$ cat config.mk
export PLATFORM = sky130hd
export DESIGN_NAME = uart_crc_rx_ctrl
export DESIGN_NICKNAME = d
export VERILOG_FILES = /design/src/rtl/uart_crc_pkg.sv /design/src/rtl/sync_fifo.sv /design/src/rtl/uart_crc_rx_ctrl.sv
export SDC_FILE = /design/constraint.sdc
export NUM_CORES = 1
export LEC_CHECK = 0
export ABC_AREA = 1
export CORE_MARGIN = 10
export CORE_UTILIZATION = 60
export CTS_CLUSTER_DIAMETER = 120
export DETAILED_ROUTE_END_ITERATION = 7
export PLACE_DENSITY = 0.85
export SETUP_SLACK_MARGIN = 0.3
export SYNTH_ARGS = -nofsm -noshare
export SYNTH_HDL_FRONTEND = slang
export SYNTH_SLANG_ARGS = --single-unit
$ cat constraint.sdc
create_clock -name clk -period 4.85 [get_ports clk]
set_input_delay 1.455 -clock clk [delete_from_list [all_inputs] [get_ports clk]]
set_output_delay 1.455 -clock clk [all_outputs]
set_load 0.02 [all_outputs]
$ cat src/rtl/uart_crc_pkg.sv
// Shared types and the bit-serial CRC-8 update used by the UART CRC receive controller.
package uart_crc_pkg;

   localparam logic [7:0] CRC8_POLY_DEFAULT = 8'h07;
   localparam logic [7:0] CRC8_INIT_DEFAULT = 8'h00;

   typedef enum logic [1:0] {
      IDLE  = 2'd0,
      CALC  = 2'd1,
      CHECK = 2'd2
   } state_t;

   // One MSB-first CRC-8 step; the x^8 term of the polynomial is implicit.
   function automatic logic [7:0] crc8_step(input logic [7:0] crc,
                                            input logic       din,
                                            input logic [7:0] poly);
      logic fb;
      fb = crc[7] ^ din;
      return {crc[6:0], 1'b0} ^ (fb ? poly : 8'h00);
   endfunction

endpackage

$ cat src/rtl/sync_fifo.sv
// Single-clock FIFO with a registered head entry and registered empty flag.
module sync_fifo #(
   parameter int unsigned WIDTH = 8,
   parameter int unsigned DEPTH = 4
) (
   input  logic                     clk,
   input  logic                     reset,
   input  logic                     push,
   input  logic [WIDTH-1:0]         wdata,
   input  logic                     pop,
   output logic [WIDTH-1:0]         rdata,
   output logic                     full,
   output logic                     empty,
   output logic [$clog2(DEPTH):0]   count
);

   localparam int unsigned AW = $clog2(DEPTH);
   localparam int unsigned CW = AW + 1;

   logic [WIDTH-1:0] mem [DEPTH];
   logic [AW-1:0]    wr_ptr;
   logic [AW-1:0]    rd_ptr;
   logic [AW-1:0]    rd_next;
   logic [CW-1:0]    count_next;
   logic             do_push;
   logic             do_pop;

   always_comb begin
      full       = (count == CW'(DEPTH));
      do_pop     = pop && !empty;
      do_push    = push && (!full || do_pop);
      rd_next    = rd_ptr + AW'(1);
      count_next = count;
      case ({do_push, do_pop})
         2'b10:   count_next = count + CW'(1);
         2'b01:   count_next = count - CW'(1);
         default: count_next = count;
      endcase
   end

   always_ff @(posedge clk) begin
      if (do_push) begin
         mem[wr_ptr] <= wdata;
      end
   end

   // Head register tracks the entry that will be at rd_ptr after this edge.
   always_ff @(posedge clk) begin
      if (reset) begin
         wr_ptr <= '0;
         rd_ptr <= '0;
         count  <= '0;
         empty  <= 1'b1;
         rdata  <= '0;
      end else begin
         if (do_push) begin
            wr_ptr <= wr_ptr + AW'(1);
         end
         if (do_pop) begin
            rd_ptr <= rd_next;
         end
         count <= count_next;
         empty <= (count_next == CW'(0));
         if (do_push && (empty || (do_pop && count == CW'(1)))) begin
            rdata <= wdata;
         end else if (do_pop && count > CW'(1)) begin
            rdata <= mem[rd_next];
         end
      end
   end

endmodule

$ cat src/rtl/uart_crc_rx_ctrl.sv
// Receive sequencer: captures {data, crc} frames, re-checks CRC-8 bit-serially,
// queues good bytes and keeps saturating error/drop/overrun statistics.
module uart_crc_rx_ctrl
   import uart_crc_pkg::*;
#(
   parameter logic [7:0]  POLY       = CRC8_POLY_DEFAULT,
   parameter logic [7:0]  CRC_INIT   = CRC8_INIT_DEFAULT,
   parameter int unsigned FIFO_DEPTH = 4,
   parameter int unsigned CNT_W      = 8
) (
   input  logic             clk,
   input  logic             reset,
   input  logic [7:0]       rx_data,
   input  logic [7:0]       rx_crc,
   input  logic             rx_ready,
   output logic [7:0]       out_data,
   output logic             out_valid,
   input  logic             out_ready,
   output logic             crc_err,
   output logic             busy,
   output logic [CNT_W-1:0] err_cnt,
   output logic [CNT_W-1:0] drop_cnt,
   output logic [CNT_W-1:0] ovr_cnt,
   input  logic             clear_stats
);

   localparam int unsigned CW = $clog2(FIFO_DEPTH) + 1;
   localparam logic [CNT_W-1:0] CNT_MAX = '1;

   state_t          state;
   logic            rx_ready_d;
   logic            armed;
   logic [7:0]      data_q;
   logic [7:0]      crc_rx_q;
   logic [7:0]      crc_reg;
   logic [2:0]      idx;
   logic            push_q;

   logic            fifo_full;
   logic            fifo_empty;
   logic [CW-1:0]   fifo_count;

   logic            frame_evt_c;
   logic            crc_match_c;
   logic            pop_c;
   logic            space_c;
   logic            push_c;
   logic            err_inc_c;
   logic            drop_inc_c;
   logic            ovr_inc_c;

   // armed masks the first cycle after reset so a held rx_ready is not an edge.
   always_comb begin
      frame_evt_c = rx_ready && !rx_ready_d && armed;
      crc_match_c = (crc_reg == crc_rx_q);
      pop_c       = out_ready && !fifo_empty;
      space_c     = (fifo_count != CW'(FIFO_DEPTH)) || pop_c;
      push_c      = push_q && (!fifo_full || pop_c);
      err_inc_c   = (state == CHECK) && !crc_match_c;
      drop_inc_c  = (state == CHECK) && crc_match_c && !space_c;
      ovr_inc_c   = frame_evt_c && (state != IDLE);
   end

   assign out_valid = !fifo_empty;

   // Sequencer; the push decided in CHECK lands in the FIFO one edge later.
   always_ff @(posedge clk) begin
      if (reset) begin
         state      <= IDLE;
         rx_ready_d <= 1'b0;
         armed      <= 1'b0;
         data_q     <= '0;
         crc_rx_q   <= '0;
         crc_reg    <= '0;
         idx        <= '0;
         push_q     <= 1'b0;
         crc_err    <= 1'b0;
         busy       <= 1'b0;
      end else begin
         rx_ready_d <= rx_ready;
         armed      <= 1'b1;
         push_q     <= 1'b0;
         crc_err    <= 1'b0;
         case (state)
            IDLE: begin
               if (frame_evt_c) begin
                  data_q   <= rx_data;
                  crc_rx_q <= rx_crc;
                  crc_reg  <= CRC_INIT;
                  idx      <= 3'd7;
                  busy     <= 1'b1;
                  state    <= CALC;
               end
            end
            CALC: begin
               crc_reg <= crc8_step(crc_reg, data_q[idx], POLY);
               idx     <= idx - 3'd1;
               if (idx == 3'd0) begin
                  state <= CHECK;
               end
            end
            CHECK: begin
               busy  <= 1'b0;
               state <= IDLE;
               if (crc_match_c) begin
                  push_q <= space_c;
               end else begin
                  crc_err <= 1'b1;
               end
            end
            default: begin
               busy  <= 1'b0;
               state <= IDLE;
            end
         endcase
      end
   end

   // Saturating statistics; clear wins over a same-cycle increment.
   always_ff @(posedge clk) begin
      if (reset || clear_stats) begin
         err_cnt  <= '0;
         drop_cnt <= '0;
         ovr_cnt  <= '0;
      end else begin
         if (err_inc_c && err_cnt != CNT_MAX) begin
            err_cnt <= err_cnt + CNT_W'(1);
         end
         if (drop_inc_c && drop_cnt != CNT_MAX) begin
            drop_cnt <= drop_cnt + CNT_W'(1);
         end
         if (ovr_inc_c && ovr_cnt != CNT_MAX) begin
            ovr_cnt <= ovr_cnt + CNT_W'(1);
         end
      end
   end

   sync_fifo #(
      .WIDTH (8),
      .DEPTH (FIFO_DEPTH)
   ) u_fifo (
      .clk   (clk),
      .reset (reset),
      .push  (push_c),
      .wdata (data_q),
      .pop   (pop_c),
      .rdata (out_data),
      .full  (fifo_full),
      .empty (fifo_empty),
      .count (fifo_count)
   );

endmodule

After elaboration in Yosys (flattened, before gate mapping)
Memories as Yosys holds them, arrays and structs flattened.
Index checks and enable logic that the tools add are counted.
- register bits after elaboration: 74
- bits in latches: 0
- bits in writable memories: 32
- memory bits (read-only): 0
- memories: 1
- $add $sub $neg: 8
- multipliers: 0
- divide/modulo/power cells: 0
- $lt $le $gt $ge: 2
- eq/ne operators: 13
- shifts and indexed selects: 0
- muxes and demuxes: 19
- bitwise gates (word level): 5
- reductions and logical operators: 38
- memories (memory ; depth ; width ; rd ports ; clocked after memory_dff ; wr ports ; line ; source):
    u_fifo.mem ; 4 ; 8 ; 1 ; 0 ; 1 ; sync_fifo.sv:20 ; logic [WIDTH-1:0] mem [DEPTH];
- operator list (operator ; number):
    8-bit by 1-bit adder with 8-bit output, second input constant ; 3
    8-bit two-way mux ; 3
    8-bit inequality test, second input constant ; 3
    1-bit logical AND ; 16
    8-bit case mux with 2 select lines ; 1
    3-bit case mux with 2 select lines ; 2
    8-bit == test ; 1
    2-bit AND reduction ; 4
    8-bit by 3-bit bitwise XOR with 8-bit output ; 1
    3-bit zero test ; 2
    1-bit two-way mux ; 6
    3-bit two-way mux ; 2
    2-bit nonzero test ; 3
    3-bit by 1-bit subtractor with 3-bit output, second input constant ; 2
    1-bit zero test ; 5
    1-bit logical OR ; 5
    2-bit by 1-bit adder with 2-bit output, second input constant ; 2
    2-bit by 1-bit == test with 1-bit output, second input constant ; 2
    2-bit == test, second input constant ; 2
    3-bit by 4-bit < comparator with 1-bit output, second input constant ; 1
    2-bit two-way mux ; 2
    2-bit inequality test, second input constant ; 2
    2-bit case mux with 2 select lines ; 1
    3-bit by 1-bit adder with 3-bit output, second input constant ; 1
    11 further kinds ; 13

Longest topological paths before layout
Gate-level depths: netlist of run 1.
- depth after elaboration: 8
- mapped depth: 12
- gate-level depth less buffers: 12

Hierarchy
Synthesis of run 1 repeated with hierarchy kept, for this count alone.
- cell total of the unflattened synthesis: 642
- area, all modules: 5109.9 µm²
- modules (own cells, without submodules) (module ; instances ; cells an instance ; area each (µm²) ; seq. area each (µm²)):
    uart_crc_rx_ctrl ; 1 ; 377 ; 2782.7 ; 1161.1
    sync_fifo ; 1 ; 265 ; 2327.2 ; 1281.2

Worst setup path before layout of run 1
No wires, ideal clock.
- path kind: input port to flip-flop
- start point: input port out_ready
- end point: register u_fifo.empty
- arrival time: 2.768 ns
- data required time: 4.772 ns
- setup slack: 2.004 ns
- stages: 11
- path buffers: 1
- cells stage by stage: nand2_2 > nand3_2 > nand2_1 > buf_2 > inv_1 > ha_1 > inv_1 > o211ai_1 > o21ai_0 > nor2_1 > nor3_1
- word-level cells in the longest chain between the ends: 7
- RTL lines (item ; line ; source):
    start: declaration ; uart_crc_rx_ctrl.sv:18 ; input logic out_ready,
    1-bit logical AND (*) ; uart_crc_rx_ctrl.sv:56 ; pop_c = out_ready && !fifo_empty;
    1-bit logical OR or 1-bit logical AND (tied branches) ; uart_crc_rx_ctrl.sv:58, sync_fifo.sv:30 ;
    1-bit logical AND or 1-bit logical OR (tied branches) ; uart_crc_rx_ctrl.sv:58, sync_fifo.sv:31 ;
    1-bit logical AND (*) ; sync_fifo.sv:31 ; do_push = push && (!full || do_pop);
    net u_fifo.do_push ; sync_fifo.sv:25 ; logic do_push;
    2-bit by 1-bit == test with 1-bit output or 2-bit == test (tied branches) ; sync_fifo.sv:34 ; case ({do_push, do_pop})
    3-bit case mux with 2 select lines (*) ; sync_fifo.sv:34 ;
    3-bit zero test (*) ; sync_fifo.sv:63 ; empty <= (count_next == CW'(0));
    end signal: assignment ; sync_fifo.sv:63 ;
    end: declaration ; sync_fifo.sv:13 ; output logic empty,
The timed path passes the listed nets; every way through them passes the cells marked *.
A chain may end at the register's enable or synchronous reset.

Final worst setup path of run 1
Ends and elaborated chain as after synthesis.

==> impl_metrics.py, run 1 <==
metrics = {
    "timing": {
        "tightest_slew_ns": 0.9397,
        "slew_headroom": 0.3729,
        "slew_violations": 0,
        "fin_crit_sh": 0.6455,
        "setup_viol": 0,
        "skew_ns": 0.01478,
        "finalSetupTns_ns": 0,
        "finalHoldViolations": 0,
        "rsz0062_at_grt": "false",
        "hold_ws_ns": 0.4756,
        "fmax_mhz": 319.4,
        "fin_ws_ns": 1.719,
        "period_minus_slack_ns": 3.131,
    },
    "critical_path": {
        "crit_type": "in2reg",
        "critPathSlowestCell": "clkdlybuf4s50_1",
        "worst_ep_required_time_ns": 5.15,
        "timing.critical_path.mode_cell": "inv_1",
        "path_buf_inv": 3,
        "worst_setup_path_end_kind": "flop",
        "crit_family": "simple AND/OR/NAND/NOR gates",
        "worstPathArrival_ns": 3.43,
        "max_stage_delay_ns": 0.42,
        "start_kind": "input port",
        "path_max_fanout": 11,
        "path_cells": "clkdlybuf4s50_1 > nand2_2 > nand3_2 > nand2_1 > inv_1 > ha_1 > inv_1 > o211ai_1 > o21ai_0 > nor2_1 > nor3_1",
    },
    "logic_synthesis": {
        "synth.distinct_cells": 41,
        "synth_fa_ha_area_frac": 0.03906,
        "synth_fp_nets": 607,
        "synth-compound-area-share": 0.1167,
        "postSynthAreaPerCell_um2": 8.414,
        "muxShareOfSynthArea": 0.004167,
        "synth_edf_count": 32,
        "ys_seq_area_frac": 0.5083,
        "synthCells": 571,
        "synthFlopType": "dfxtp_1",
        "synth_top_family_by_area": "simple AND/OR/NAND/NOR gates",
        "ys_async_sr_fraction": 0,
        "synthSimpleGateAreaFrac": 0.2310,
        "syn_area_um2": 4805,
        "synth_xor_area_frac": 0.02552,
        "synth-seq-cells": 106,
        "synth-warning-count": 0,
    },
    "flow_run": {
        "drv_cap": 0,
    },
    "route": {
        "ant_nets": 0,
        "drtIter0Drc": 241,
        "routed_wl_mm": 11.03,
        "via_per_inst": 5.530,
        "wl_per_cell_um": 15.11,
        "dr.pass1.iters": 5,
        "num_vias": 4037,
        "route.detailed.drc": 0,
    },
    "grt": {
        "overflow": 0,
        "first_global_vias": 3968,
        "grt_max_degree": 34,
        "grt_pass1_wl_mm": 18.08,
        "grt_antenna_before_repair": 0,
        "grt.total_usage": 0.1864,
    },
    "cts": {
        "cts_tree": "yes",
        "htreeDepth": 3,
        "cts_hold_buf": 0,
        "clk_pin_slew_worst_paths_ns": 0.10,
        "clk-insertion-delay-late_ns": 0.37,
        "numCtsBuffers": 9,
        "cts.repair.resized": 0,
        "post_cts_buffers": 0,
        "root_buffer": "clkbuf_8",
        "cts_sinks": 106,
        "cts.path.max_buffers": 2,
    },
    "pwr": {
        "ir_worst_vdd_mv": 0.2346,
        "power.total_mw": 1.611,
        "p_leak_nw": 2.133,
        "cellPowerDensity_nw_per_um2": 287.6,
    },
    "layout": {
        "fin_nets": 659,
        "drive_above_1_share": 0.06529,
        "antenna_cells": 0,
        "fin_area_um2": 5602,
        "max_flop_register": "u_fifo.mem",
        "syn_to_final_growth_pct": 16.59,
        "largest_reg_flops": 32,
        "stdcell_count": 730,
        "post-route-util": 0.7212,
        "mostFrequentLayoutCells": "nand2_1, dfxtp_1, inv_1",
        "mostFrequentLayoutCell": "nand2_1",
    },
    "floorplan": {
        "rows": 32,
        "core_area_um2": 7767,
        "dieArea_um2": 11990,
        "start_util": 0.6186,
        "die_h_um": 109.5,
        "dieWidth_um": 109.5,
        "ioPinCount": 56,
    },
    "placement": {
        "place_ws_ns": 1.335,
        "dp_hpwl_mm": 7.971,
        "numPortBuffers": 55,
        "gp_congestion": 0.8358,
        "post-place-cells": 714,
        "place_area_um2": 5410,
    },
    "run_status": {
        "status": "finished clean",
    },
    "hold_path": {
        "hp-class": "reg2reg",
    },
}
Yosys cell counts (4+ instances only):
cell type | number | area, um2
a21oi_1 | 43 | 215.2
a31oi_1 | 5 | 31.28
clkbuf_1 | 8 | 30.03
dfxtp_1 | 74 | 1481
edfxtp_1 | 32 | 960.9
ha_1 | 15 | 187.7
inv_1 | 68 | 255.2
inv_2 | 5 | 18.77
nand2_1 | 120 | 450.4
nand3_1 | 34 | 170.2
nand4_1 | 11 | 68.82
nor2_1 | 42 | 157.7
nor2_2 | 6 | 37.54
nor3_1 | 10 | 50.05
o211ai_1 | 6 | 45.04
o21ai_0 | 40 | 200.2
o22ai_1 | 4 | 25.02
xnor2_1 | 10 | 87.58
xor2_1 | 4 | 35.03
worst min-delay path: stages (launching register included):
cell and delay (ns):
dfxtp_1 0.32, inv_1 0.06, a21oi_1 0.05
path summary, 6_finish.rpt:
path	start	endpoint	slack, ns	depth (start not counted)
worst min register to register	crc_rx_q[7]$_SDFFE_PP0P_	crc_rx_q[7]$_SDFFE_PP0P_	0.48	2
worst min-delay path	crc_rx_q[7]$_SDFFE_PP0P_	crc_rx_q[7]$_SDFFE_PP0P_	0.48	2
worst max register to register	u_fifo.count[0]$_SDFF_PP0_	u_fifo.rdata[4]$_SDFFE_PP0P_	2.63	10
worst max-delay path	out_ready	u_fifo.empty$_SDFF_PP1_	1.72	11
layer usage:
metal  GRT usage  part of all wire  wire length (um)
met5           0                 0                 0
met4     0.06784             0.019               208
met3     0.05559             0.071               780
met2      0.3330              0.51              5643
met1      0.2048              0.40              4400
power breakdown:
part / switching, mW / internal (mW)
Sequential: 0.0174 / 0.929
Combinational: 0.0809 / 0.0516
Clock: 0.296 / 0.236
cell families after synthesis:
kind of cell	after synthesis
compound gates	104
xor+xnor	14
fa+ha+maj	15
buf+inv	89
flops	106
mux	2
simple gates	241
cell type report:
type,instances,area [um2]
Clock buffer,13,171.4
Clock inverter,3,20.02
Fill cell,581,2166
Inverter,73,274.0
Multi-Input combinational cell,376,2001
Sequential cell,106,2442
Tap cell,102,127.6
Timing Repair Buffer,57,565.5
Power figures use the tool's default switching activity.
==> run 2, diff against run 1 <==
--- a/config.mk
+++ b/config.mk
@@ -7,10 +7,10 @@
 export LEC_CHECK = 0
 export ABC_AREA = 1
 export CORE_MARGIN = 10
-export CORE_UTILIZATION = 60
+export CORE_UTILIZATION = 56
 export CTS_CLUSTER_DIAMETER = 120
 export DETAILED_ROUTE_END_ITERATION = 7
-export PLACE_DENSITY = 0.85
+export PLACE_DENSITY = 0.8
 export SETUP_SLACK_MARGIN = 0.3
 export SYNTH_ARGS = -nofsm -noshare
 export SYNTH_HDL_FRONTEND = slang
==> constraint.sdc (replaced) <==
create_clock -name clk -period 3.26 [get_ports clk]
set_input_delay 0.978 -clock clk [delete_from_list [all_inputs] [get_ports clk]]
set_output_delay 0.978 -clock clk [all_outputs]
set_load 0.02 [all_outputs]
==> run 2 against run 1 <==
Compared with the run above:
- first-iteration DRC count shrank 28%
- via count shrank 1.9%
- sequential power grew 49%
- non-clock buffer count grew 5
- combinational power grew 49%
- global-route usage shrank 1.5 points
- clock power grew 48%
- critical path type unchanged
- register-to-register slack lost 1.4 ns
- power grew 49%
==> impl_metrics.py, run 2 (synthesis gave the netlist of run 1 again) <==
metrics = {
    "layout": {
        "fin_area_um2": 5647,
        "mostFrequentLayoutCell": "nand2_1",
        "max_flop_register": "u_fifo.mem",
        "antenna_cells": 0,
        "fill_cells": 671,
        "syn_to_final_growth_pct": 17.53,
        "mostFrequentLayoutCells": "nand2_1, dfxtp_1, inv_1",
        "largest_reg_flops": 32,
        "drive_above_1_share": 0.07425,
        "fin_nets": 664,
    },
    "route": {
        "routed_wl_mm": 10.79,
        "via_per_inst": 5.369,
        "wl_per_cell_um": 14.62,
        "drtIter0Drc": 173,
        "ant_nets": 0,
        "dr.pass1.iters": 5,
        "route.detailed.drc": 0,
        "num_vias": 3962,
    },
    "timing": {
        "fin_crit_sh": 0.7815,
        "skew_ns": 0.008799,
        "fmax_mhz": 392.5,
        "period_minus_slack_ns": 2.548,
        "slew_headroom": 0.4765,
        "finalHoldViolations": 0,
        "setup_viol": 0,
        "slew_violations": 0,
        "tightest_slew_ns": 0.7845,
        "hold_ws_ns": 0.4754,
        "rsz0062_at_grt": "false",
        "finalSetupTns_ns": 0,
    },
    "placement": {
        "place_area_um2": 5451,
        "numPortBuffers": 55,
        "dp_hpwl_mm": 7.861,
        "gp_congestion": 0.8916,
    },
    "cts": {
        "cts_tree": "yes",
        "cts.repair.resized": 0,
        "cts_sinks": 106,
        "clk-insertion-delay-late_ns": 0.36,
        "cts.path.max_buffers": 2,
        "cts_hold_buf": 0,
        "numCtsBuffers": 9,
        "htreeDepth": 3,
        "clk_pin_slew_worst_paths_ns": 0.09,
        "post_cts_buffers": 0,
        "root_buffer": "clkbuf_8",
    },
    "grt": {
        "grt.total_usage": 0.1712,
        "first_global_vias": 3773,
        "grt_pass1_wl_mm": 18.20,
        "overflow": 0,
        "grt_max_degree": 34,
        "grt_antenna_before_repair": 0,
    },
    "pwr": {
        "clkPwrFrac": 0.329,
        "p_int_mw": 1.819,
        "swShare": 0.2410,
        "p_comb_frac": 0.082,
        "ir_worst_vdd_mv": 0.2592,
        "p_sw_mw": 0.5777,
        "p_leak_nw": 2.161,
        "power.total_mw": 2.397,
        "pwr-share-seq": 0.588,
        "cellPowerDensity_nw_per_um2": 424.5,
    },
    "critical_path": {
        "start_kind": "input port",
        "worstPathArrival_ns": 2.76,
        "worst_ep_required_time_ns": 3.48,
        "path_max_fanout": 30,
        "crit_type": "in2reg",
        "worst_setup_path_end_kind": "flop",
    },
    "flow_run": {
        "drv_cap": 0,
    },
    "floorplan": {
        "start_util": 0.5789,
        "ioPinCount": 56,
        "rows": 33,
        "dieArea_um2": 12680,
        "die_h_um": 112.6,
        "dieWidth_um": 112.6,
        "core_area_um2": 8299,
    },
    "run_status": {
        "status": "finished clean",
    },
    "hold_path": {
        "hp-class": "reg2reg",
    },
}
run 2: cell count changes in the layout (fill, tap and decap cells not counted), sizes merged:
cell,before,now
clkinv,1,2
buf,2,7
inv,75,74
run 2: metrics by stage:
stage | worst slack (ns) | cells | utilization
floorplan | 0.8908 | 571 | -
global placement | 0.4625 | 722 | 0.6569
detailed placement | 0.3841 | 722 | 0.6569
CTS | 0.7385 | 738 | 0.6804
global route | 0.5110 | 738 | 0.6804
finish | 0.7124 | 738 | 0.6804
run 2: path summary, 6_finish.rpt:
kind | startpoint | slack (ns) | to | cells past startpoint
setup / recovery | rx_ready | 0.71 | data_q[3]$_SDFFE_PP0P_ | 8
hold / removal | crc_rx_q[4]$_SDFFE_PP0P_ | 0.48 | crc_rx_q[4]$_SDFFE_PP0P_ | 2
setup reg to reg | u_fifo.count[0]$_SDFF_PP0_ | 1.20 | u_fifo.mem[0][2]$_DFFE_PP_ | 6
hold reg to reg | crc_rx_q[4]$_SDFFE_PP0P_ | 0.48 | crc_rx_q[4]$_SDFFE_PP0P_ | 2
run 2: worst max-delay path: stages:
cell             delay (ns)
clkdlybuf4s50_1        0.48
inv_1                  0.06
nor2_1                 0.08
nand2_1                0.08
nor3_2                 0.28
inv_1                  0.43
o21ai_0                0.30
a21oi_1                0.07
run 2: metal layers:
metal | GRT usage | part of all wire | vias up
met3 | 0.04313 | 0.052 | 14
met4 | 0.06007 | 0.015 | 0
li1 | - | - | 2008
met5 | 0 | 0 | -
met1 | 0.2043 | 0.43 | 1856
met2 | 0.2915 | 0.51 | 84
run 2: final cells by class:
class | count | area, um2 | area share
Inverter | 73 | 274.0 | 0.04853
Timing Repair Buffer | 62 | 603.1 | 0.1068
Multi-Input combinational cell | 376 | 2001 | 0.3543
Tap cell | 105 | 131.4 | 0.02327
Sequential cell | 106 | 2442 | 0.4325
Clock buffer | 13 | 175.2 | 0.03102
Clock inverter | 3 | 20.02 | 0.003545
run 2: power groups by stage:
stage          Combinational [mW]  Clock (mW)  Sequential, mW
5_1_grt                     0.223       0.857            1.42
2_1_floorplan               0.137           0            1.43
4_1_cts                     0.198       0.808            1.41
6_report                    0.197       0.789            1.41
3_3_place_gp                0.191           0            1.44
3_5_place_dp                0.197           0            1.44
==> run 3, diff against run 2 <==
--- a/config.mk
+++ b/config.mk
@@ -7,10 +7,10 @@
 export LEC_CHECK = 0
 export ABC_AREA = 1
 export CORE_MARGIN = 10
-export CORE_UTILIZATION = 56
+export CORE_UTILIZATION = 50
 export CTS_CLUSTER_DIAMETER = 120
 export DETAILED_ROUTE_END_ITERATION = 7
-export PLACE_DENSITY = 0.8
+export PLACE_DENSITY = 0.75
 export SETUP_SLACK_MARGIN = 0.3
 export SYNTH_ARGS = -nofsm -noshare
 export SYNTH_HDL_FRONTEND = slang
==> constraint.sdc (replaced) <==
create_clock -name clk -period 2.2 [get_ports clk]
set_input_delay 0.66 -clock clk [delete_from_list [all_inputs] [get_ports clk]]
set_output_delay 0.66 -clock clk [all_outputs]
set_load 0.02 [all_outputs]
==> run 3 against run 2 <==
Compared with the run above:
- utilization fell by 4.4 points
- worst setup slack got worse by 0.36 ns
- via count is 2.0% higher
- clock-buffer cell count fell by 4
- non-clock buffer count is 23 higher
- clock skew grew 0.0018 ns
- largest power group unchanged
==> impl_metrics.py, run 3 (synthesis gave the netlist of run 1 again) <==
metrics = {
    "placement": {
        "gp_congestion": 0.8746,
        "numPortBuffers": 55,
        "dp_hpwl_mm": 8.136,
        "post-place-cells": 768,
    },
    "layout": {
        "syn_to_final_growth_pct": 22.97,
        "stdcell_count": 785,
        "drive_above_1_share": 0.1280,
        "antenna_cells": 0,
        "max_flop_register": "u_fifo.mem",
        "fill_cells": 806,
        "largest_reg_flops": 32,
        "mostFrequentLayoutCells": "nand2_1, dfxtp_1, inv_1",
        "mostFrequentLayoutCell": "nand2_1",
        "fin_nets": 687,
    },
    "cts": {
        "cts_sinks": 106,
        "cts_hold_buf": 0,
        "cts.path.max_buffers": 2,
        "root_buffer": "clkbuf_8",
        "numCtsBuffers": 9,
        "cts_tree": "yes",
        "clk-insertion-delay-late_ns": 0.37,
        "htreeDepth": 3,
        "clk_pin_slew_worst_paths_ns": 0.11,
    },
    "critical_path": {
        "r2r_slack_ns": 0.45,
        "crit_family": "flip-flops",
        "start_kind": "flop",
        "critical_path.endpoint": "ovr_cnt[1]",
        "path_buf_inv": 1,
        "r2r_end": "u_fifo.empty$_SDFF_PP1_",
        "max_stage_delay_ns": 0.44,
        "r2r_start": "u_fifo.count[0]$_SDFF_PP0_",
        "critPathSlowestCell": "dfxtp_1",
        "path_cells": "dlygate4sd2_1",
        "crit_type": "reg2out",
        "cp.depth": 1,
        "path_max_fanout": 6,
        "reg2reg_depth": 11,
        "worst_ep_required_time_ns": 1.54,
        "worst_setup_path_end_kind": "primary output",
        "cp-startpoint": "ovr_cnt[1]$_SDFFE_PP0P_",
        "worstPathArrival_ns": 1.18,
    },
    "pwr": {
        "p_comb_frac": 0.092,
        "swShare": 0.2716,
        "ir_worst_vdd_mv": 0.3303,
        "p_int_mw": 2.641,
        "cellPowerDensity_nw_per_um2": 613.8,
        "clkPwrFrac": 0.333,
        "p_leak_nw": 2.469,
        "p_sw_mw": 0.9850,
        "pwr-share-seq": 0.575,
    },
    "grt": {
        "overflow": 0,
        "grt_antenna_before_repair": 0,
        "grt_max_degree": 22,
        "first_global_vias": 4004,
        "grt_pass1_wl_mm": 18.18,
        "grt.total_usage": 0.1538,
    },
    "timing": {
        "tightest_slew_ns": 0.5111,
        "slew_violations": 0,
        "skew_ns": 0.01063,
        "setup_viol": 0,
        "rsz0062_at_grt": "true",
        "period_minus_slack_ns": 1.845,
        "fmax_mhz": 542.1,
        "slew_headroom": 0.6588,
        "fin_crit_sh": 0.8384,
        "finalSetupTns_ns": 0,
        "finalHoldViolations": 0,
    },
    "floorplan": {
        "rows": 35,
        "dieArea_um2": 13930,
        "core_area_um2": 9284,
        "die_h_um": 118.0,
        "dieWidth_um": 118.0,
        "ioPinCount": 56,
        "start_util": 0.5175,
    },
    "flow_run": {
        "drv_cap": 0,
    },
    "route": {
        "routed_wl_mm": 11.13,
        "wl_per_cell_um": 14.17,
        "route.detailed.drc": 0,
        "via_per_inst": 5.146,
        "dr.pass1.iters": 4,
        "drtIter0Drc": 202,
        "num_vias": 4040,
        "ant_nets": 0,
    },
    "hold_path": {
        "hp-start": "busy$_SDFFE_PP0P_",
        "hp-class": "reg2reg",
    },
    "run_status": {
        "status": "finished clean",
    },
}
-- run 3: cell count changes in the layout (fill, tap and decap cells not counted), sizes merged --
cell,delta
clkbuf,-3
inv,+2
dlygate4sd2,+36
clkdlybuf4s50,-37
clkinv,+2
buf,+22
dlymetal6s2s,+1
-- run 3: worst min-delay path by stage --
stage	endpoint	cells past startpoint
floorplan	crc_rx_q[4]$_SDFFE_PP0P_	2
global placement	crc_rx_q[6]$_SDFFE_PP0P_	2
detailed placement	busy$_SDFFE_PP0P_	2
CTS	busy$_SDFFE_PP0P_	2
global route	busy$_SDFFE_PP0P_	2
finish	busy$_SDFFE_PP0P_	2
-- run 3: layer usage --
layer,routed length (um),track usage
met1,4698,0.1765
met3,555,0.03405
met2,5781,0.2745
met4,91,0.05178
met5,0,0
-- run 3: timing repair --
action                     4_1_cts  5_1_grt
pin swaps                        2        5
gates resized for setup         37       27
buffers inserted                 0        0
hold endpoints to repair         0        0
gates cloned                     0        1
setup endpoints to repair       36       18
-- run 3: power by group through the flow --
stage | Clock [mW] | Sequential [mW] | Combinational (mW)
2_1_floorplan | 0 | 2.12 | 0.203
3_3_place_gp | 0 | 2.13 | 0.301
3_5_place_dp | 0 | 2.13 | 0.310
4_1_cts | 1.23 | 2.09 | 0.311
5_1_grt | 1.31 | 2.09 | 0.368
6_report | 1.21 | 2.09 | 0.332
-- run 3: worst reg2reg max path, cell delays in order (launching register included) --
cell	delay, ns
dfxtp_2	0.36
inv_1	0.10
ha_2	0.21
nand3_4	0.08
nand2_4	0.09
inv_1	0.04
ha_1	0.30
inv_2	0.09
o211ai_1	0.08
o21ai_1	0.12
nor2_1	0.06
nor3_1	0.14
-- run 3: final cells by class --
class                           count  area [um2]  area share
Clock buffer                        9       123.9     0.02097
Clock inverter                      7       83.83     0.01419
Inverter                           73       274.0     0.04638
Multi-Input combinational cell    376        2058      0.3484
Sequential cell                   106        2445      0.4138
Tap cell                          129       161.4     0.02732
Timing Repair Buffer               85       762.0      0.1290
-- run 3: stage by stage --
stage          hold WS [ns]    util  worst slack, ns  area (um2)  total power, mW
6_report             0.4750  0.6364           0.3555        5908            3.626
5_1_grt              0.5013  0.6364           0.2643        5908            3.770
4_1_cts              0.4794  0.6279           0.3153        5829            3.626
3_5_place_dp         0.4640  0.6098          -0.1327        5662            2.441
3_3_place_gp         0.4579  0.6098         -0.03768        5662            2.429
2_1_floorplan        0.4437       -           0.3132        4826            2.325
